===== src/rtl/eret_controller.sv =====
// Exception-return sequencer: drains the pipeline, restores SR/mode/PC from the saved copies,
// flushes, then holds stall for a short guard window so the restored masks settle before fetch.
module eret_controller #(
  parameter int DRAIN_TIMEOUT = 16,
  parameter int GUARD_CYCLES  = 2,
  parameter int ALIGN_CHECK   = 1
) (
  input  logic        clk,
  input  logic        reset,
  input  logic        eret,
  input  logic        mode,
  input  logic        jisr,
  input  logic [31:0] esr_in,
  input  logic [31:0] epc_in,
  input  logic        emode_in,
  input  logic        drain_done,
  output logic        stall,
  output logic        flush,
  output logic        sr_we,
  output logic [31:0] sr_out,
  output logic        mode_we,
  output logic        mode_out,
  output logic        pc_we,
  output logic [31:0] pc_out,
  output logic        busy,
  output logic        ill_ret,
  output logic        mis_ret,
  output logic        timeout,
  output logic [1:0]  fsm_state
);

  localparam int MAX_CNT = (DRAIN_TIMEOUT > GUARD_CYCLES) ? DRAIN_TIMEOUT : GUARD_CYCLES;
  localparam int CW      = $clog2(MAX_CNT) + 1;

  typedef enum logic [1:0] {IDLE, DRAIN, RESTORE, GUARD} state_t;

  state_t          state_q, state_d;
  logic [CW-1:0]   cnt_q, cnt_d;
  logic [CW-1:0]   gcnt_q, gcnt_d;
  logic [31:0]     esr_q, epc_q;
  logic            emode_q;
  logic            latch;
  logic            ill_d, mis_d, to_d;
  logic            stall_d, strobe_d;
  logic [31:0]     sr_out_d, pc_out_d;
  logic            mode_out_d;

  // State, shadow and output registers; every output is a flop.
  always_ff @(posedge clk) begin
    if (reset) begin
      state_q  <= IDLE;
      cnt_q    <= '0;
      gcnt_q   <= '0;
      esr_q    <= '0;
      epc_q    <= '0;
      emode_q  <= 1'b0;
      stall    <= 1'b0;
      busy     <= 1'b0;
      flush    <= 1'b0;
      sr_we    <= 1'b0;
      mode_we  <= 1'b0;
      pc_we    <= 1'b0;
      sr_out   <= '0;
      mode_out <= 1'b0;
      pc_out   <= '0;
      ill_ret  <= 1'b0;
      mis_ret  <= 1'b0;
      timeout  <= 1'b0;
    end else begin
      state_q  <= state_d;
      cnt_q    <= cnt_d;
      gcnt_q   <= gcnt_d;
      if (latch) begin
        esr_q   <= esr_in;
        epc_q   <= epc_in;
        emode_q <= emode_in;
      end
      stall    <= stall_d;
      busy     <= stall_d;
      flush    <= strobe_d;
      sr_we    <= strobe_d;
      mode_we  <= strobe_d;
      pc_we    <= strobe_d;
      sr_out   <= sr_out_d;
      mode_out <= mode_out_d;
      pc_out   <= pc_out_d;
      ill_ret  <= ill_d;
      mis_ret  <= mis_d;
      timeout  <= to_d;
    end
  end

  // Next-state logic; jisr always wins over an in-progress return.
  always_comb begin
    state_d = state_q;
    cnt_d   = cnt_q;
    gcnt_d  = gcnt_q;
    latch   = 1'b0;
    ill_d   = 1'b0;
    mis_d   = 1'b0;
    to_d    = 1'b0;
    case (state_q)
      IDLE: begin
        if (eret && !jisr) begin
          if (mode) begin
            ill_d = 1'b1;
          end else if ((ALIGN_CHECK != 0) && (epc_in[1:0] != 2'b00)) begin
            mis_d = 1'b1;
          end else begin
            latch   = 1'b1;
            cnt_d   = '0;
            state_d = DRAIN;
          end
        end
      end
      DRAIN: begin
        if (jisr) begin
          state_d = IDLE;
        end else if (drain_done) begin
          state_d = RESTORE;
        end else if (cnt_q == CW'(DRAIN_TIMEOUT - 1)) begin
          to_d    = 1'b1;
          state_d = IDLE;
        end else begin
          cnt_d = cnt_q + 1'b1;
        end
      end
      RESTORE: begin
        if (jisr) begin
          state_d = IDLE;
        end else begin
          gcnt_d  = '0;
          state_d = GUARD;
        end
      end
      GUARD: begin
        if (jisr || (gcnt_q == CW'(GUARD_CYCLES - 1))) begin
          state_d = IDLE;
        end else begin
          gcnt_d = gcnt_q + 1'b1;
        end
      end
      default: state_d = IDLE;
    endcase
  end

  // Output values for the coming cycle, derived from the next state and shadow regs.
  always_comb begin
    stall_d    = (state_d != IDLE);
    strobe_d   = (state_d == RESTORE);
    sr_out_d   = sr_out;
    mode_out_d = mode_out;
    pc_out_d   = pc_out;
    if (strobe_d) begin
      sr_out_d   = esr_q;
      mode_out_d = emode_q;
      pc_out_d   = epc_q;
    end
  end

  assign fsm_state = state_q;

endmodule


===== config.mk =====
export PLATFORM = sky130hd
export DESIGN_NAME = eret_controller
export DESIGN_NICKNAME = d
export VERILOG_FILES = /design/src/rtl/eret_controller.sv
export SDC_FILE = /design/constraint.sdc
export NUM_CORES = 1
export LEC_CHECK = 0
export CELL_PAD_IN_SITES_DETAIL_PLACEMENT = 0
export CELL_PAD_IN_SITES_GLOBAL_PLACEMENT = 2
export CORE_MARGIN = 1.5
export CORE_UTILIZATION = 38
export CTS_CLUSTER_DIAMETER = 40
export CTS_CLUSTER_SIZE = 10
export DETAILED_ROUTE_END_ITERATION = 10
export DONT_BUFFER_PORTS = 1
export PLACE_DENSITY = 0.84
export SETUP_SLACK_MARGIN = 0.4
export SLEW_MARGIN = 30
export SYNTH_ARGS = -nofsm -noshare
export SYNTH_HDL_FRONTEND = slang
export SYNTH_SLANG_ARGS = --single-unit

===== constraint.sdc =====
create_clock -name clk -period 4.2 [get_ports clk]
set_input_delay 1.26 -clock clk [delete_from_list [all_inputs] [get_ports clk]]
set_output_delay 1.26 -clock clk [all_outputs]
set_load 0.01 [all_outputs]

==> results of run 1 <==
[path summary, 6_finish.rpt]
path	from	end	slack (ps)	depth (start not counted)
max reg2reg	fsm_state[1]$_SDFF_PP0_	sr_out[11]$_SDFFE_PP0N_	1840	5
max	drain_done	sr_out[11]$_SDFFE_PP0N_	1820	4
min	epc_q[0]$_SDFFE_PP0P_	pc_out[0]$_SDFFE_PP0N_	440	2
min reg2reg	epc_q[0]$_SDFFE_PP0P_	pc_out[0]$_SDFFE_PP0N_	440	2
[kinds of logic after synthesis]
group	count (synthesis)
adder cells (fa/ha/maj)	4
AND/OR/NAND/NOR	302
XOR/XNOR	2
buffers and inverters	52
flip-flops	147
multiplexers	7
AO/OA/AOI/OAI	135
[worst max-delay path, delay by kind of cell]
kind / cells / cell delay (ps)
buf+inv: 1 / 500
compound gates: 1 / 170
simple gates: 2 / 780
[power breakdown]
group	total (W)	internal, W	switching (W)	leakage, nW
logic	0.0000292	0.0000113	0.0000179	0.448
clock network	0.00136	0.000839	0.000524	0.268
registers	0.00141	0.00140	0.00000483	1.18
[flip-flops by register name (all words and copies together), names as in the netlist]
register,cells
emode_q,1
busy,1
ill_ret,1
pc_out,32
epc_q,32
timeout,1
mis_ret,1
esr_q,32
sr_out,32
cnt_q,5
gcnt_q,5
mode_out,1
fsm_state,2
pc_we,1
[through the flow]
| stage | util | total power (W) | hold WS, ps | cell area [um2] |
|---|---|---|---|---|
| 6_report | 0.437 | 0.00280 | 441 | 5830 |
| 5_1_grt | 0.437 | 0.00291 | 455 | 5830 |
| 4_1_cts | 0.437 | 0.00284 | 445 | 5830 |
| 3_5_place_dp | 0.397 | 0.00147 | 438 | 5290 |
| 3_3_place_gp | 0.397 | 0.00147 | 430 | 5290 |
| 2_1_floorplan | - | 0.00148 | 427 | 5240 |
[final cells by class]
| cell class | instances | area (um2) | share of cell area |
|---|---|---|---|
| timing repair buffer | 4 | 42.5 | 0.00729 |
| multi-input combinational | 450 | 2070 | 0.355 |
| clock buffer | 26 | 519 | 0.0890 |
| sequential | 147 | 2940 | 0.504 |
| tap | 176 | 220 | 0.0377 |
| clock inverter | 4 | 22.5 | 0.00386 |
| inverter | 4 | 15.0 | 0.00257 |
[cells in the final DEF (no fill, tap or decap), drive strengths merged, types with 3 or more instances in the layout]
cell    instances
nand2         261
dfxtp         147
a21oi         130
clkbuf         26
nor2           19
mux2i           7
inv             4
nand2b          4
ha              4
buf             4
nand4           3
clkinv          3
and2            3
nor3b           3
[per-layer routing]
layer  up-vias  share of wire
met2       114           0.46
met5         -              0
met3         9          0.096
met4         0          0.012
met1      1817           0.43
li1       2031              -
==> implementation parameters, run 1 <==
Parameter                              Value

CTS
  Post-CTS setup repair buffer count    0
  Clock Latency Late Sink    roughly 420 ps
  Total number of H-tree levels    4
  Clock-pin slew on the worst setup and hold paths    60 ps
  Maximum root-to-sink buffer count    2
  TritonCTS Sinks    147
  CTS root buf    clkbuf_16
  Hold Buf Count CTS    0
  Clock buffer count from CTS    17
  TritonCTS clock tree    built
  Resize count post-CTS    0

Global route
  Antenna violations before repair    0
  Sum of overflow across all layers after global routing    0
  Met2 routing resource usage after global routing    0.263
  Grt met3 use    0.0788
  Via count of the first global-routing pass    ~3800
  Gr busiest metal    met2
  Largest net degree at the start of global routing    143
  Wire length of the first global-routing pass    18800 um
  Global-route usage over all layers    0.166
  GRT met1 Usage    0.195

Drt
  Final antenna-violating net count    0
  WL per Instance    approximately 15 um
  Routed wire length    11800 um
  Residual DRC count    0
  Vias per cell    4.90
  Drt initial violations    225
  DR pass1 iterations    4
  Via count    ~4000

STA
  Final clock period utilization by the worst path    0.567
  Maximum clock frequency    around 420 MHz
  Unrepaired setup endpoints after global routing    false
  Post-Route Setup TNS    0 ps
  Worst rel slew slack    0.481
  Final number of setup-violating endpoints    0
  Actual slew at the worst max-slew pin    779 ps
  Fin. Hold Viols    0
  Max-slew violations    0
  Setup clock skew after layout    approximately 9 ps
  Slack of the critical path    roughly 1800 ps
  Post-layout minimum cycle time    2380 ps

Critical path
  Kind of critical path    primary input to register
  Arrival time of the worst setup path    2730 ps
  Worst stage delay on the critical path    650 ps
  Slowest cell on crit path    or3b_2
  Maximum fanout encountered on the critical timing path    36
  Cells traversed along the worst timing path    or3b_2 > buf_4 > nand2_1 > a21oi_1
  Kind of start point of the critical path    primary input
  Kind of end point of the critical path    register
  Required time of the critical path    4540 ps

Floorplan
  Number of top-level design ports    147
  Initial Util    0.392
  Die Ht    roughly 120 um
  Placeable core area    13300 um2
  Die Footprint    about 14000 um2
  FP Rows    42
  Die X    between 100 and 150 um

Logic synthesis
  Number of enable-type register cells in the synthesized netlist    0
  Xor and xnor fraction of the mapped netlist area    0.00335
  Sequential share of the synthesized area    0.562
  Nets in the synthesized netlist    724
  Fraction of synthesized area in multiplexers    0.0134
  Synthesized area per cell    8.07 um2
  Simple-Gate Fraction of Synth Area    0.232
  Flops & latches, synth    147
  Top cells by count, synth    261 x nand2_1, 147 x dfxtp_1, 130 x a21oi_1
  Synth async-reset ratio    0
  Number of warnings printed during yosys synthesis    0
  Adder-Cell Fraction of Synth Area    0.00956
  Dominant cell by count in the synthesized netlist    nand2_1
  Gate count of the mapped netlist    649
  Most area-hungry cell type in the Yosys netlist    dfxtp_1
  Synth area leaders    dfxtp_1 56%, nand2_1 19%, a21oi_1 12%, clkbuf_1 2.0%, buf_2 1.5%
  Main combinational cell family by area after synthesis    simple AND/OR/NAND/NOR gates
  Cell variety after synth    28
  Cell Area, Synth    5240 um2
  Area share of the largest cell type after synthesis    0.562
  Leading register cell type out of synthesis    dfxtp_1
  Complex-gate fraction of the synthesized area    0.135

Job
  Max-Cap Viols    0

Layout
  Post-layout instance count excluding filler cells    811
  Net count, final    699
  Number of antenna cells inserted    0
  Area Overhead vs Synth    11.4%
  Fraction of layout instances using a drive strength above 1    0.0614
  Number of filler instances in the final layout    1374

Placed design
  Placed wire-length estimate after detailed placement    6980 um
  Quantity of I/O buffers inserted on ports    0
  Setup slack after placement    1370 ps
  Placed cells    781
  GP Congestion    0.731

Status
  Result of the run    complete, no violations

Hold path
  Worst hold path type    register to register

Power
  Peak supply drop    about 250 uV
  Power density cells    480 nW/um2
  Leakage power summed over all cells    1.90 nW
Power figures use the tool's default switching activity.
==> run 2, diff against run 1 <==
CORE_UTILIZATION = 32   (was 38)
PLACE_DENSITY = 0.76   (was 0.84)
clock period = 2.1 ns   (was 4.2 ns; I/O delays follow)
==> run 2 against run 1 <==
Against the previous run:
- sequential share of layout area shrank 2.0 points
- via count grew 3.1%
- core utilization shrank 5.6 points
- critical endpoint is now fsm_state[0]
- largest power group is now the clock network
- combinational power grew 130%
- die area grew 18%
- critical path depth shrank 3
==> implementation parameters, run 2 (same netlist as run 1, synthesis figures left out) <==
Parameter                              Value

STA
  Worst rel slew slack    0.683
  Maximum clock frequency    617 MHz
  Setup clock skew after layout    roughly 6 ps
  Actual slew at the worst max-slew pin    476 ps
  Post-layout minimum cycle time    1620 ps
  Final clock period utilization by the worst path    0.771
  Max-slew violations    0
  Unrepaired setup endpoints after global routing    false
  Final number of setup-violating endpoints    0
  Fin. Hold Viols    0
  Post-Route Setup TNS    0 ps
  Slack of the critical path    480 ps

Floorplan
  FP Rows    46
  Die Ht    131 um
  Placeable core area    15900 um2
  Number of top-level design ports    147
  Die Footprint    around 17000 um2
  Die X    between 100 and 150 um
  Initial Util    0.328

Drt
  Vias per cell    roughly 4.8
  WL per Instance    15.1 um
  Final antenna-violating net count    0
  Total met2 wirelength after detailed routing    6050 um
  Top sig layer    met4
  Routed wire length    12900 um
  Wire length on met1    5590 um
  WL met3    1180 um
  DR pass1 iterations    5
  Residual DRC count    0
  Via count    4094
  Drt initial violations    about 180

Power
  Power density cells    971 nW/um2
  Peak supply drop    525 uV
  Leakage power summed over all cells    2.00 nW

Placed design
  GP Congestion    about 0.71
  Placed wire-length estimate after detailed placement    7540 um
  Placed Instance Area    5440 um2
  Quantity of I/O buffers inserted on ports    0
  Setup slack after placement    between 200 and 250 ps

CTS
  Clock buffer count from CTS    17
  Clock-pin slew on the worst setup and hold paths    60 ps
  Hold Buf Count CTS    0
  Total number of H-tree levels    4
  Clock Latency Late Sink    410 ps
  TritonCTS clock tree    built
  TritonCTS Sinks    147
  CTS root buf    clkbuf_16
  Maximum root-to-sink buffer count    2

Global route
  Wire length of the first global-routing pass    between 15000 and 20000 um
  Sum of overflow across all layers after global routing    0
  Antenna violations before repair    0
  Largest net degree at the start of global routing    around 140
  Global-route usage over all layers    0.148
  Via count of the first global-routing pass    roughly 3700

Critical path
  Required time of the critical path    between 1000 and 1500 ps
  Worst stage delay on the critical path    slightly above 400 ps
  Kind of end point of the critical path    primary output
  Arrival time of the worst setup path    about 1000 ps
  Critical path's top delay family    flip-flops
  Kind of start point of the critical path    register
  Cells traversed along the worst timing path    buf_4
  Slowest cell on crit path    dfxtp_2
  Crit path buf inv count    1
  Kind of critical path    register to primary output
  Maximum fanout encountered on the critical timing path    5

Layout
  Area Overhead vs Synth    16.2%
  Area of the multi-input gates    2100 um2
  Number of antenna cells inserted    0
  Post-route cell area    between 6000 and 7000 um2
  Sequential cell area    a little under 3000 um2
  Number of filler instances in the final layout    1679
  Net count, final    707
  Leading cell type in the layout, fill and taps excluded    nand2_1
  Fraction of layout instances using a drive strength above 1    0.0823
  Commonest non-fill, non-tap cells in the layout    260 x nand2_1, 145 x dfxtp_1, 130 x a21oi_1, 19 x nor2_1, 18 x clkbuf_16

Status
  Result of the run    complete, no violations

Job
  Max-Cap Viols    0

Hold path
  Worst hold path type    primary input to register
-- run 2: cell count changes in the layout (fill, tap and decap cells not counted), sizes merged --
cell	delta
clkbuf	-4
bufinv	+3
clkinvlp	+1
clkinv	+2
buf	+7
-- run 2: cell type report --
type,count,share of cell area
inverters,4,0.00247
well taps,216,0.0444
flip-flops and latches,147,0.484
multi-input cells,450,0.345
repair buffers,12,0.0280
clock buffers,21,0.0741
clock inverters,10,0.0220
-- run 2: timing repair --
| action | 4_1_cts | 5_1_grt |
|---|---|---|
| resized for setup | 3 | 3 |
| cloned | 0 | 1 |
| pin swaps | 0 | 1 |
| buffers inserted | 0 | 2 |
| endpoints found under the setup margin | 129 | 126 |
-- run 2: layer usage --
metal / vias up / track usage
met4: 0 / 0.0588
met1: 1900 / 0.176
met3: 9 / 0.0745
li1: 2062 / -
met2: 123 / 0.228
met5: - / 0
-- run 2: final timing paths --
| path | start | endpoint | slack [ps] | cells after the start |
|---|---|---|---|---|
| min | reset | fsm_state[1]$_SDFF_PP0_ | 280 | 1 |
| min reg2reg | esr_q[21]$_SDFFE_PP0P_ | sr_out[21]$_SDFFE_PP0N_ | 440 | 2 |
| max | fsm_state[0]$_SDFF_PP0_ | fsm_state[0] | 480 | 1 |
| max reg2reg | fsm_state[1]$_SDFF_PP0_ | cnt_q[3]$_SDFFE_PP0P_ | 500 | 4 |
-- run 2: stage by stage --
step | util | hold WS [ps] | cells | total power, W
floorplan | - | 427 | 649 | 0.00296
global placement | 0.341 | 433 | 826 | 0.00294
detailed placement | 0.341 | 437 | 826 | 0.00294
CTS | 0.378 | 265 | 857 | 0.00600
global route | 0.381 | 255 | 860 | 0.00614
finish | 0.381 | 281 | 860 | 0.00591
-- run 2: power breakdown --
group	switching, W	internal, W	total (W)
Sequential	0.00000946	0.00281	0.00282
Combinational	0.0000381	0.0000302	0.0000682
Clock	0.00114	0.00189	0.00302
==> run 3, diff against run 2 <==
clock period = 1.45 ns   (was 2.1 ns; I/O delays follow)
==> run 3 against run 2 <==
Against the previous run:
- the run now ends with setup timing left
- clock power grew 40%
- sequential power grew 42%
- die area is the same
- sequential cell count is the same
- first-iteration DRC count grew 21%
- via count grew 7.7%
- clock skew grew 5.7 ps
- power grew 42%
- critical endpoint is now pc_out[7]$_SDFFE_PP0N_
- largest cell class unchanged
==> implementation parameters, run 3 (same netlist as run 1, synthesis figures left out) <==
Parameter                              Value

Status
  Result of the run    complete, but fails checks
  Violations in the final reports    setup timing

STA
  Slack of the critical path    -146 ps
  Max-slew violations    0
  Final number of setup-violating endpoints    134
  Fin. Hold Viols    0
  Worst-case hold slack    81.8 ps
  Post-layout minimum cycle time    1600 ps
  Actual slew at the worst max-slew pin    514 ps
  Unrepaired setup endpoints after global routing    true
  Maximum clock frequency    626 MHz
  Worst rel slew slack    0.657
  Final clock period utilization by the worst path    1.10
  Setup clock skew after layout    11.9 ps

Power
  Leakage power summed over all cells    about 2.7 nW
  Power density cells    1070 nW/um2
  Reported net switching power    0.00169 W
  Switching power as a share of total power    0.201
  Sequential group share of total power    0.478
  Peak supply drop    799 uV
  Combinational Power Share    0.018
  Clk network pwr share    0.504
  Int Pwr    0.00671 W

Critical path
  Kind of start point of the critical path    register
  Kind of end point of the critical path    register
  Count of cell instances traversed by the critical path    8
  Slowest cell on crit path    dfxtp_4
  Reg-to-reg slack, setup    -150 ps
  Cells traversed along the worst timing path    nand2b_4 > buf_6 > nor3b_4 > buf_12 > buf_12 > clkbuf_16 > nand2_2 > a21oi_2
  Required time of the critical path    1780 ps
  Worst stage delay on the critical path    approximately 350 ps
  FF-to-FF path depth    8
  Critical R2R Launch    fsm_state[1]$_SDFF_PP0_
  Critical path's top delay family    buffers and inverters
  Maximum fanout encountered on the critical timing path    9
  R2r endpoint    pc_out[7]$_SDFFE_PP0N_
  Crit path buf inv count    4
  Kind of critical path    register to register
  Arrival time of the worst setup path    1930 ps
  Most Frequent Cell on Critical Path    buf_12

CTS
  Maximum root-to-sink buffer count    2
  Clock buffer count from CTS    17
  Total number of H-tree levels    4
  TritonCTS clock tree    built
  Clock-pin slew on the worst setup and hold paths    60 ps
  CTS root buf    clkbuf_16
  Clock Latency Late Sink    420 ps
  TritonCTS Sinks    147

Placed design
  Setup slack after placement    -166 ps
  Placed cells    between 800 and 900
  Quantity of I/O buffers inserted on ports    0
  GP Congestion    about 0.74
  Placed wire-length estimate after detailed placement    7830 um

Global route
  Via count of the first global-routing pass    4075
  Global-route usage over all layers    0.175
  Sum of overflow across all layers after global routing    0
  Largest net degree at the start of global routing    roughly 140
  Antenna violations before repair    0
  Wire length of the first global-routing pass    approximately 22000 um

Floorplan
  Initial Util    0.328
  FP Rows    46
  Die X    131 um
  Number of top-level design ports    about 150
  Die Ht    around 130 um
  Die Footprint    17100 um2
  Placeable core area    around 16000 um2

Layout
  Leading cell type in the layout, fill and taps excluded    nand2_1
  Net count, final    749
  Commonest non-fill, non-tap cells in the layout    170 x nand2_1, 96 x dfxtp_1, 67 x a21oi_1, 63 x a21oi_2, 48 x nand2_4
  Number of antenna cells inserted    0
  Post-layout instance count excluding filler cells    899
  Area Overhead vs Synth    49.9%
  Fraction of layout instances using a drive strength above 1    0.445

Drt
  Via count    4410
  Vias per cell    4.91
  Residual DRC count    0
  WL per Instance    18.3 um
  Drt initial violations    216
  Final antenna-violating net count    0
  DR pass1 iterations    5
  Routed wire length    16500 um

Job
  Max-Cap Viols    0

Hold path
  Hold Crit Depth    1
  Source of the worst hold timing path    mode
  Worst hold path type    primary input to register
  Endpoint of the worst hold path    mis_ret$_SDFF_PP0_
[run 3: cell types whose count changed in the layout (fill, tap and decap cells not counted), sizes merged]
cell      previous run  this run
or3b                 1         2
buf                 11        45
clkinvlp             2         1
clkinv               5         2
bufinv               3         2
clkbuf              22        31
[run 3: worst max path at each step]
| stage | start | to | slack, ps |
|---|---|---|---|
| floorplan | jisr | cnt_q[3]$_SDFFE_PP0P_ | -70 |
| global placement | jisr | cnt_q[3]$_SDFFE_PP0P_ | -120 |
| detailed placement | jisr | cnt_q[3]$_SDFFE_PP0P_ | -170 |
| CTS | fsm_state[0]$_SDFF_PP0_ | cnt_q[3]$_SDFFE_PP0P_ | -100 |
| global route | fsm_state[1]$_SDFF_PP0_ | pc_out[7]$_SDFFE_PP0N_ | -180 |
| finish | fsm_state[1]$_SDFF_PP0_ | pc_out[7]$_SDFFE_PP0N_ | -150 |
[run 3: cell type report]
| cell class | instances | area [um2] |
|---|---|---|
| multi-input combinational | 451 | 2880 |
| clock inverter | 5 | 77.6 |
| sequential | 147 | 3100 |
| timing repair buffer | 53 | 1020 |
| tap | 216 | 270 |
| clock buffer | 23 | 479 |
| inverter | 4 | 15.0 |
| fill | 1499 | 8100 |
[run 3: power by group through the flow]
stage | registers, W | clock network (W) | logic [W]
3_5_place_dp | 0.00416 | 0 | 0.000107
3_3_place_gp | 0.00416 | 0 | 0.000104
5_1_grt | 0.00401 | 0.00453 | 0.000166
6_report | 0.00401 | 0.00423 | 0.000153
2_1_floorplan | 0.00416 | 0 | 0.000131
4_1_cts | 0.00407 | 0.00432 | 0.000132
[run 3: per-layer routing]
layer / vias up / wire length, um / track usage
li1: 2159 / - / -
met2: 103 / 8350 / 0.299
met3: 22 / 943 / 0.0558
met1: 2126 / 6850 / 0.205
met5: - / 0 / 0
met4: 0 / 344 / 0.0646
[run 3: timing repair]
| item | CTS | global route |
|---|---|---|
| buffers inserted | 10 | 6 |
| gates cloned | 14 | 9 |
| endpoints found under the setup margin | 223 | 223 |
| hold buffers | 0 | 0 |
| gates resized for setup | 66 | 254 |
| pin swaps | 18 | 73 |
[run 3: worst reg2reg max path, cell delays in order (launching register included)]
cell,delay [ps]
dfxtp_4,350
nand2b_4,150
buf_6,120
nor3b_4,200
buf_12,200
buf_12,150
clkbuf_16,150
nand2_2,50
a21oi_2,130
[run 3: metrics by stage]
step           setup TNS [ps]  utilization  total power, W  instance area, um2
6_report                -9020        0.492         0.00839                7850
5_1_grt                -14570        0.492         0.00870                7850
4_1_cts                 -6220        0.429         0.00853                6830
3_5_place_dp            -3060        0.350         0.00427                5580
3_3_place_gp            -1640        0.350         0.00427                5580
2_1_floorplan           -4350            -         0.00429                5380
